$ cat src/rtl/fifo_reader.sv
// Read-side controller for the 9-bit packet FIFO: pops FWFT words onto a registered valid/ready byte stream.
// Optional MAX_LEN_CHECK_EN truncates packets longer than MAX_LEN words and drops their tail.
module fifo_reader #(
    parameter int bitsize = 9,
    parameter int CNT_W   = 16,
    parameter int MAX_LEN = 64
) (
    input  logic               clk,
    input  logic               rstp,
    input  logic               enable,
    input  logic [bitsize-1:0] fifo_data,
    input  logic               fifo_empty,
    output logic               fifo_read,
    output logic [bitsize-2:0] out_data,
    output logic               out_last,
    output logic               out_valid,
    input  logic               out_ready,
    output logic               busy,
    output logic [CNT_W-1:0]   pkt_count,
    output logic               err_long
);

    localparam int WC_W = $clog2(MAX_LEN + 1);

    typedef enum logic [1:0] {
        S_IDLE   = 2'd0,
`ifdef MAX_LEN_CHECK_EN
        S_DROP   = 2'd2,
`endif
        S_ACTIVE = 2'd1
    } state_t;

    state_t             r_state;
    state_t             w_state_next;
    logic [bitsize-2:0] r_out_data;
    logic               r_out_last;
    logic               r_out_valid;
    logic [CNT_W-1:0]   r_pkt_count;
    logic [WC_W-1:0]    r_word_cnt;
    logic               w_can_load;
    logic               w_fifo_read;
    logic               w_load;
    logic               w_busy;
    logic               w_in_last;
    logic               w_force_last;
    logic               w_word_last;

    assign w_in_last   = fifo_data[bitsize-1];
    assign w_word_last = w_in_last || w_force_last;

    // State register
    always_ff @(posedge clk) begin
        if (rstp) begin
            r_state <= S_IDLE;
        end else begin
            r_state <= w_state_next;
        end
    end

    // Next-state logic, advanced only by pops
    always_comb begin
        w_state_next = r_state;
        case (r_state)
            S_IDLE: begin
                if (w_load && !w_in_last) begin
                    w_state_next = S_ACTIVE;
                end else begin
                    w_state_next = S_IDLE;
                end
            end
            S_ACTIVE: begin
                if (w_load && w_in_last) begin
                    w_state_next = S_IDLE;
                end else if (w_force_last) begin
`ifdef MAX_LEN_CHECK_EN
                    w_state_next = S_DROP;
`else
                    w_state_next = S_IDLE;
`endif
                end else begin
                    w_state_next = S_ACTIVE;
                end
            end
`ifdef MAX_LEN_CHECK_EN
            S_DROP: begin
                if (w_fifo_read && w_in_last) begin
                    w_state_next = S_IDLE;
                end else begin
                    w_state_next = S_DROP;
                end
            end
`endif
            default: w_state_next = S_IDLE;
        endcase
    end

    // Pop strobe and load enable; enable only matters between packets
    always_comb begin
        w_can_load  = !r_out_valid || out_ready;
        w_fifo_read = 1'b0;
        w_load      = 1'b0;
        w_busy      = (r_state == S_ACTIVE);
        case (r_state)
            S_IDLE: begin
                w_fifo_read = !rstp && !fifo_empty && w_can_load && enable;
                w_load      = w_fifo_read;
            end
            S_ACTIVE: begin
                w_fifo_read = !rstp && !fifo_empty && w_can_load;
                w_load      = w_fifo_read;
            end
`ifdef MAX_LEN_CHECK_EN
            S_DROP: begin
                w_fifo_read = !rstp && !fifo_empty;
                w_load      = 1'b0;
            end
`endif
            default: begin
                w_fifo_read = 1'b0;
                w_load      = 1'b0;
            end
        endcase
    end

`ifdef MAX_LEN_CHECK_EN
    // Word MAX_LEN of a packet without its own last flag gets truncated here
    assign w_force_last = (r_state == S_ACTIVE) && w_load && !w_in_last &&
                          (r_word_cnt == WC_W'(MAX_LEN - 1));

    // Sticky oversize flag
    always_ff @(posedge clk) begin
        if (rstp) begin
            err_long <= 1'b0;
        end else if (w_force_last) begin
            err_long <= 1'b1;
        end else begin
            err_long <= err_long;
        end
    end
`else
    assign w_force_last = 1'b0;
    assign err_long     = 1'b0;
`endif

    // Output word register; a pop during acceptance replaces the word in place
    always_ff @(posedge clk) begin
        if (rstp) begin
            r_out_data  <= '0;
            r_out_last  <= 1'b0;
            r_out_valid <= 1'b0;
        end else if (w_load) begin
            r_out_data  <= fifo_data[bitsize-2:0];
            r_out_last  <= w_word_last;
            r_out_valid <= 1'b1;
        end else if (r_out_valid && out_ready) begin
            r_out_valid <= 1'b0;
        end else begin
            r_out_valid <= r_out_valid;
        end
    end

    // Delivered-packet counter, wraps naturally
    always_ff @(posedge clk) begin
        if (rstp) begin
            r_pkt_count <= '0;
        end else if (r_out_valid && out_ready && r_out_last) begin
            r_pkt_count <= r_pkt_count + CNT_W'(1);
        end else begin
            r_pkt_count <= r_pkt_count;
        end
    end

    // Words popped in the current packet, saturating at MAX_LEN
    always_ff @(posedge clk) begin
        if (rstp) begin
            r_word_cnt <= '0;
        end else if (w_load && w_word_last) begin
            r_word_cnt <= '0;
        end else if (w_load && (r_state == S_IDLE)) begin
            r_word_cnt <= WC_W'(1);
        end else if (w_load && (r_word_cnt != WC_W'(MAX_LEN))) begin
            r_word_cnt <= r_word_cnt + WC_W'(1);
        end else begin
            r_word_cnt <= r_word_cnt;
        end
    end

    assign fifo_read = w_fifo_read;
    assign out_data  = r_out_data;
    assign out_last  = r_out_last;
    assign out_valid = r_out_valid;
    assign busy      = w_busy;
    assign pkt_count = r_pkt_count;

endmodule

$ cat config.mk
export PLATFORM = sky130hd
export DESIGN_NAME = fifo_reader
export DESIGN_NICKNAME = d
export VERILOG_FILES = /design/src/rtl/fifo_reader.sv
export SDC_FILE = /design/constraint.sdc
export NUM_CORES = 1
export LEC_CHECK = 0
export CORE_MARGIN = 2
export CORE_UTILIZATION = 39
export DETAILED_ROUTE_END_ITERATION = 16
export PLACE_DENSITY = 0.75
export SYNTH_ARGS = -nofsm -noshare
export SYNTH_HDL_FRONTEND = slang
export SYNTH_SLANG_ARGS = --single-unit
$ cat constraint.sdc
create_clock -name clk -period 1.6 [get_ports clk]
set_input_delay 0.32 -clock clk [delete_from_list [all_inputs] [get_ports clk]]
set_output_delay 0.32 -clock clk [all_outputs]
set_load 0.01 [all_outputs]
# --- Word level (Yosys, flattened, before mapping) ---
# Index checks and enable logic that the tools add are counted.
totals:
  ramBits: 0
  output_inout_bits: 29
  memories: 0
  reg_bits: 28
  elab_cells: 27
  in_bits: 14
  latch_bits: 0
  mem_bits_ro: 0
op_classes:
  addsub: 1
  n_bitwise: 0
  order_cmp: 0
  mux: 6
  eq_ne: 1
  n_shift: 0
  reduce_logical: 14
  n_mul: 0
  div: 0
op_table:
  columns: ["operator", "n"]
  rows:
  - ["$add 16x1->16 const B", 1]
  - ["$logic_and 1x1->1", 7]
  - ["$logic_not 1->1", 4]
  - ["$mux 1", 4]
  - ["$pmux 2 s2", 1]
  - ["$eq 2x1->1 const B", 1]
  - ["$logic_not 2->1", 1]
  - ["$pmux 1 s2", 1]
  - ["$reduce_bool 2->1", 1]
  - ["$logic_or 1x1->1", 1]

# --- Depth between registers and ports, before layout ---
# Gate-level depths: netlist of run 1.
depth:
  ltp_word: 8
  ltp_mapped: 6
  ltp_nobuf: 5

# --- Least setup slack after synthesis of run 1 ---
# OpenSTA, ideal clock, no wires.
synth_timing:
  kind: "flip-flop to flip-flop"
  start: "register r_pkt_count[0] (netlist: pkt_count[0])"
  end: "register r_pkt_count[14] (netlist: pkt_count[14])"
  setup_ns: 0.070
  setup_slack_ns: -0.020
  arrival_ns: 1.551
  path_buffers: 1
  stages_incl_launch_ff: 7
  t_required_ns: 1.530
  period_less_slack_ns: 1.620
  cell_sequence: "dfxtp_1 > ha_1 > and4_1 > buf_2 > nand3_1 > or3_2 > a21oi_1"
synth_via:
  elab_chain_cells: 1
synth_rtl:
  columns: ["element", "line_no", "text"]
  rows:
  - ["from (decl)", "38", "logic [CNT_W-1:0] r_pkt_count;"]
  - ["from (signal assigned)", "167", "r_pkt_count <= r_pkt_count + CNT_W'(1);"]
  - ["from (signal assigned)", "169", "r_pkt_count <= r_pkt_count;"]
  - ["$add 16x1->16", "167", null]
# No other way between the ends.
# A chain may end at the register's enable or synchronous reset.

# --- Final worst setup path of run 1 ---
layout_timing:
  start: "register r_out_valid (netlist: out_valid)"
  end: "output fifo_read"
layout_via:
  elab_chain_cells: 5
layout_rtl:
  columns: ["element", "line_no", "text"]
  rows:
  - ["from (decl)", "37", "logic r_out_valid;"]
  - ["from (signal assigned)", "158", "r_out_valid <= r_out_valid;"]
  - ["$logic_not 1->1 *", "99", "w_can_load = !r_out_valid || out_ready;"]
  - ["$logic_or 1x1->1 *", "99", null]
  - ["$logic_and 1x1->1 *", "105, 109", null]
  - ["$logic_and 1x1->1", "105", "w_fifo_read = !rstp && !fifo_empty && w_can_load && enable;"]
  - ["$pmux 1 s2 *", "103", "case (r_state)"]
  - ["to (decl)", "13", "output logic fifo_read,"]
# Every way passes the cells marked *; elsewhere a longest branch is shown, timed or not.

==> results.toml, run 1 <==
[place]
place.gp.congestion = 0.873
io_buffers = 41
dp_hpwl_mm = 2.16

[critical_path]
timing.rr.end = "pkt_count[14]$_SDFFE_PP0P_"
arrival_ns = 1.24
cp.required_ns = 1.28
critPathBufInv = 2
cp-end-kind = "output pin"
cp_top_family = "flip-flops"
r2r_setup_slack_ns = 0.11
crit_chain = "buf_6 > nand2b_4 > nor2b_4 > nor2b_1 > buf_2"
rr_startpoint = "pkt_count[0]$_SDFFE_PP0P_"
critPathLaunchType = "register"
ff2ff_path_depth = 5
worstPathMaxFanout = 2
worstSetupPathType = "reg -> out"
slowest_delay_ns = 0.36
slowest_stage = "dfxtp_2"

[synth]
synthAdderAreaFrac_pct = 1.06
synth-compound-area-share_pct = 5.32
yosys.area_share.simple_pct = 26.9
synth_warnings = 0
synth-seq-area-share_pct = 46.0
yosysUniqueCellTypes = 35
muxShareOfSynthArea_pct = 8.51
syn_area_um2 = 1180
syn_nets = 138
synth.avg_cell_area_um2 = 9.56
synth_xor_area_share_pct = 8.19
syn-instance-count = 123
ys_seq_elements = 27
synth_top_family_by_area = "simple AND/OR/NAND/NOR gates"

[hold_path]
whs_path_depth = 4
hold_class = "in -> reg"
holdPathEnd = "out_valid$_SDFFE_PP0P_"
min_from = "fifo_empty"

[clock_tree]
cts_hold_buf = 0
cts_buffers = 3
clockRootBuffer = "clkbuf_4"
clk_pin_slew_ns = 0.14
clock_path_buffers = 2
cts_sinks = 27
clk_latency_ns = 0.33
h-tree-depth = 1
cts_tree = "done"

[global_routing]
grt_pass1_vias = 1061
grt_max_degree = 28
antenna_found_initial = 0
grt_overflow_total = 0
grt_use_total_pct = 18.3
grt_pass1_wl_mm = 4.84

[status]
outcome = "finished, violations left"
failed_checks = "DRC"

[floorplanning]
die_x_um = 58.9
die-area_um2 = 3470
num_io_pins = 43
core_um2 = 2810
initial_utilization_pct = 41.9
rows = 19
die_h_um = 58.9

[detailed_routing]
viasPerCell = 5.06
wirelength_mm = 2.92
firstDrtPassIters = 9
wl_met1_mm = 1.25
wl_per_cell_um = 13.7
drc_errors = 1
first_iter_violations = 16
met2_length_mm = 1.50
antenna_left = 0
dr_total_vias = 1078
routed-wl-met3_um = 119
top_layer = "met4"

[sta]
fmax_mhz = 643
fin_crit_ns = 1.56
clock_skew_ns = 0.00217
maxSlewViolCount = 0
finalSetupViolations = 0
post-route-period-util_pct = 97.2
whs_ns = 0.409
final_hold_viol_count = 0
rsz0062_at_grt = "yes"

[finish]
fillers = 238
final_util_pct = 65.7
area_growth_pct = 56.7
diodes = 0
multi_input_comb_area_um2 = 621
drive_above_1_share_pct = 26.4
register_area_um2 = 564
fin_nets = 198

[pwr]
p_per_area_nw_per_um2 = 626
worst_ir_drop_vdd_mv = 0.383
p_leak_uw = 0.000926

[flow_run]
drv_cap = 0
==> synth_stat cells <==
master | instances | area (um2)
nand4_4 | 1 | 21.3
conb_1 | 1 | 3.75
ha_1 | 1 | 12.5
nand4_1 | 4 | 25.0
buf_4 | 2 | 15.0
xnor2_1 | 5 | 43.8
and4_1 | 1 | 8.76
o31ai_1 | 1 | 7.51
nor4_1 | 2 | 12.5
xor2_1 | 6 | 52.6
or3_2 | 2 | 15.0
or3_1 | 1 | 6.26
buf_6 | 1 | 11.3
nor2_1 | 22 | 82.6
clkbuf_1 | 2 | 7.51
buf_2 | 2 | 10.0
and3_4 | 1 | 11.3
nand3_1 | 6 | 30.0
and4_4 | 1 | 11.3
nand3_2 | 2 | 20.0
mux2i_1 | 10 | 100
o21ai_0 | 3 | 15.0
nor2b_1 | 2 | 12.5
nand2b_1 | 1 | 6.26
nand2_1 | 3 | 11.3
a211oi_1 | 1 | 7.51
or2_1 | 1 | 6.26
and2_1 | 1 | 6.26
and4_2 | 1 | 10.0
or4_1 | 1 | 7.51
dfxtp_1 | 27 | 541
a21oi_1 | 5 | 25.0
nor3b_1 | 1 | 7.51
o21bai_1 | 1 | 7.51
nor3_1 | 1 | 5.00
==> worst register-to-register path, cell delays in order (launching register included) <==
cell,delay [ns]
dfxtp_4,0.39
ha_1,0.14
and4_1,0.21
nand3_1,0.10
or3_2,0.45
a21oi_1,0.14
==> cell usage in the layout (no fill, tap or decap), types with 2 or more instances in the layout <==
master           count
nor2_1              22
buf_4               19
clkdlybuf4s50_1     18
dfxtp_1             16
dlymetal6s2s_1      11
dlygate4sd2_1       11
mux2i_1             10
dfxtp_2              7
nand3_1              6
xor2_1               6
a21oi_1              5
xnor2_1              5
nand4_1              4
dfxtp_4              4
o21ai_0              3
nand2_1              3
clkbuf_4             3
or3_2                2
nand3_2              2
nor4_1               2
==> through the flow <==
stage                     area, um2  setup slack (ns)  power (uW)  TNS [ns]  std cells
after global routing           1840           -0.0241        1200   -0.0241        213
after detailed placement       1740            -0.505         861     -4.77        207
after CTS                      1790           -0.0242        1160   -0.0254        212
after global placement         1740            -0.446         857     -3.27        207
final                          1840            0.0445        1150         0        213
after floorplan                1180            0.0529         778         0        123
==> repair_timing <==
item,in CTS,in global routing
buffers inserted,1,1
pin swaps,1,0
gates resized for setup,27,19
endpoints found under the setup margin,16,13
==> cells by family after synthesis <==
logic type,after synthesis
compound gates,11
buf+inv,7
other cells,1
xor+xnor,11
flops,27
mux,10
simple gates,55
fa+ha+maj,1
==> layer usage <==
metal | vias to the layer above | global-route usage, %
li1 | 540 | -
met1 | 507 | 22.1
met2 | 24 | 32.7
met3 | 7 | 3.08
met4 | 0 | 5.84
met5 | - | 0
==> power breakdown <==
part	leakage [uW]	internal, uW	switching [uW]
registers	0.000225	686	12.1
clock network	0.0000150	97.9	203
logic	0.000685	91.6	62.5
==> area by class of cell <==
class                      instances  area share, %
clock buffer                       4           1.43
multi-input combinational         89           33.7
sequential                        27           30.6
tap                               31           2.10
timing repair buffer              62           32.2
==> sequential cells by signal, indices dropped and copies added, names as in the netlist, named ones only <==
register	flops
out_last	1
out_data	8
pkt_count	16
out_valid	1
==> worst max-delay path by stage <==
stage | startpoint | end | slack (ns) | depth (start not counted)
5_1_grt | out_valid$_SDFFE_PP0P_ | fifo_read | -0.02 | 5
3_5_place_dp | out_ready | fifo_read | -0.50 | 5
2_1_floorplan | pkt_count[0]$_SDFFE_PP0P_ | pkt_count[14]$_SDFFE_PP0P_ | 0.05 | 6
4_1_cts | fifo_empty | fifo_read | -0.02 | 5
6_report | out_valid$_SDFFE_PP0P_ | fifo_read | 0.04 | 5
3_3_place_gp | out_ready | fifo_read | -0.45 | 5
Power figures use the tool's default switching activity.
==> run 2, diff against run 1 <==
--- a/config.mk
+++ b/config.mk
@@ -6,9 +6,9 @@
 export NUM_CORES = 1
 export LEC_CHECK = 0
 export CORE_MARGIN = 2
-export CORE_UTILIZATION = 39
+export CORE_UTILIZATION = 47
 export DETAILED_ROUTE_END_ITERATION = 16
-export PLACE_DENSITY = 0.75
+export PLACE_DENSITY = 0.85
 export SYNTH_ARGS = -nofsm -noshare
 export SYNTH_HDL_FRONTEND = slang
 export SYNTH_SLANG_ARGS = --single-unit
==> constraint.sdc (replaced) <==
create_clock -name clk -period 1.8 [get_ports clk]
set_input_delay 0.36 -clock clk [delete_from_list [all_inputs] [get_ports clk]]
set_output_delay 0.36 -clock clk [all_outputs]
set_load 0.01 [all_outputs]
==> results.toml, run 2 (synthesized netlist as in run 1, its figures left out) <==
[status]
outcome = "completed"

[floorplanning]
initial_utilization_pct = 48.4
num_io_pins = 43
die_x_um = 54.0
rows = 18
core_um2 = 2430
die-area_um2 = 2920
die_h_um = 54.0

[hold_path]
whs_path_depth = 2
hold_class = "reg -> reg"
holdPathEnd = "out_data[7]$_SDFFE_PP0P_"
min_from = "out_data[7]$_SDFFE_PP0P_"

[finish]
layout_commonest_cell = "clkdlybuf4s50_1"
fillers = 200
largest_register_ffs = 16
drive_above_1_share_pct = 15.1
area_growth_pct = 44.0
final_cell_mix = "clkdlybuf4s50_1 (40), dfxtp_1 (25), nor2_1 (22), buf_4 (11), mux2i_1 (10)"
fin_nets = 188
final_area_um2 = 1690
diodes = 0

[critical_path]
cp_top_family = "buffers and inverters"
slowest_stage = "clkdlybuf4s50_1"
rr_startpoint = "pkt_count[2]$_SDFFE_PP0P_"
slowest_delay_ns = 0.58
critPathBufInv = 1
worstSetupPathType = "reg -> out"
critPathLaunchType = "register"
timing.rr.end = "pkt_count[15]$_SDFFE_PP0P_"
r2r_setup_slack_ns = 0.21
worstPathMaxFanout = 6
crit_chain = "clkdlybuf4s50_1"
arrival_ns = 1.38
cp-end-kind = "output pin"
ff2ff_path_depth = 4
cp.required_ns = 1.44

[place]
io_buffers = 41
place.gp.congestion = 0.788
dp_hpwl_mm = 2.11
pre_cts_slack_ns = -0.364
place_area_um2 = 1660

[detailed_routing]
antenna_left = 0
viasPerCell = 5.22
first_iter_violations = 12
drc_errors = 0
wirelength_mm = 2.67
wl_per_cell_um = 13.2
firstDrtPassIters = 4
dr_total_vias = 1054

[global_routing]
grt_use_total_pct = 20.6
grt_pass1_vias = 975
grt_pass1_wl_mm = 4.35
grt_overflow_total = 0
grt_max_degree = 28
antenna_found_initial = 0

[clock_tree]
post_cts_buffers = 0
h-tree-depth = 1
clk_latency_ns = 0.33
cts_sinks = 27
clk_pin_slew_ns = 0.14
cts_tree = "done"
clockRootBuffer = "clkbuf_4"
cts_buffers = 3
clock_path_buffers = 2

[pwr]
switching_share_pct = 23.0
worst_ir_drop_vdd_mv = 0.571
p_sw_uw = 231
seqPwrFrac_pct = 61.9
p_comb_share_pct = 12.6
internal_power_uw = 776
p_per_area_nw_per_um2 = 595
clkPwrFrac_pct = 25.6
p_leak_uw = 0.000630

[sta]
fin_crit_ns = 1.74
maxSlewViolCount = 0
fmax_mhz = 576
final_hold_viol_count = 0
clock_skew_ns = 0.0105
whs_ns = 0.513
finalSetupViolations = 0
rsz0062_at_grt = "no"
fin_ws_ns = 0.0642
post-route-period-util_pct = 96.4

[flow_run]
drv_cap = 0
==> run 2: layout make-up <==
| class | count | area [um2] | area share (%) |
|---|---|---|---|
| Clock buffer | 4 | 26.3 | 1.55 |
| Multi-Input combinational cell | 89 | 599 | 35.4 |
| Timing Repair Buffer | 52 | 488 | 28.8 |
| Sequential cell | 27 | 543 | 32.1 |
| Tap cell | 30 | 37.5 | 2.22 |
==> run 2: layer usage <==
layer  global-route usage (%)  vias to the layer above  wire length (um)
met5                        0                        -                 0
met4                     5.00                        0                30
met3                     5.83                        4                89
met2                     38.0                       18              1410
met1                     23.1                      505              1130
li1                         -                      527                 -
==> run 2: how the worst max path moves through the flow <==
stage                         startpoint                          to  slack, ns  depth (start not counted)
3_3_place_gp                   out_ready                   fifo_read      -0.35                          5
5_1_grt                        out_ready                   fifo_read       0.02                          5
2_1_floorplan  pkt_count[0]$_SDFFE_PP0P_  pkt_count[14]$_SDFFE_PP0P_       0.18                          6
4_1_cts        pkt_count[7]$_SDFFE_PP0P_                pkt_count[7]       0.06                          2
3_5_place_dp                   out_ready                   fifo_read      -0.36                          5
6_report       pkt_count[5]$_SDFFE_PP0P_                pkt_count[5]       0.06                          1
==> run 2: stage by stage <==
stage / setup TNS (ns) / std cells / util [%] / power [uW]
2_1_floorplan: 0 / 123 / - / 691
3_3_place_gp: -0.958 / 198 / 68.4 / 759
3_5_place_dp: -1.25 / 198 / 68.4 / 764
4_1_cts: 0 / 202 / 69.3 / 1020
5_1_grt: 0 / 202 / 69.7 / 1050
6_report: 0 / 202 / 69.7 / 1010
==> run 2: timing repair <==
item,CTS,global route
gates resized for setup,5,3
endpoints found under the setup margin,1,3
hold buffers,0,0
==> run 2: power by group through the flow <==
stage	Combinational (uW)	Sequential [uW]	Clock [uW]
2_1_floorplan	48.2	643	0
4_1_cts	127	624	267
5_1_grt	138	626	288
6_report	127	624	257
3_3_place_gp	123	636	0
3_5_place_dp	127	637	0
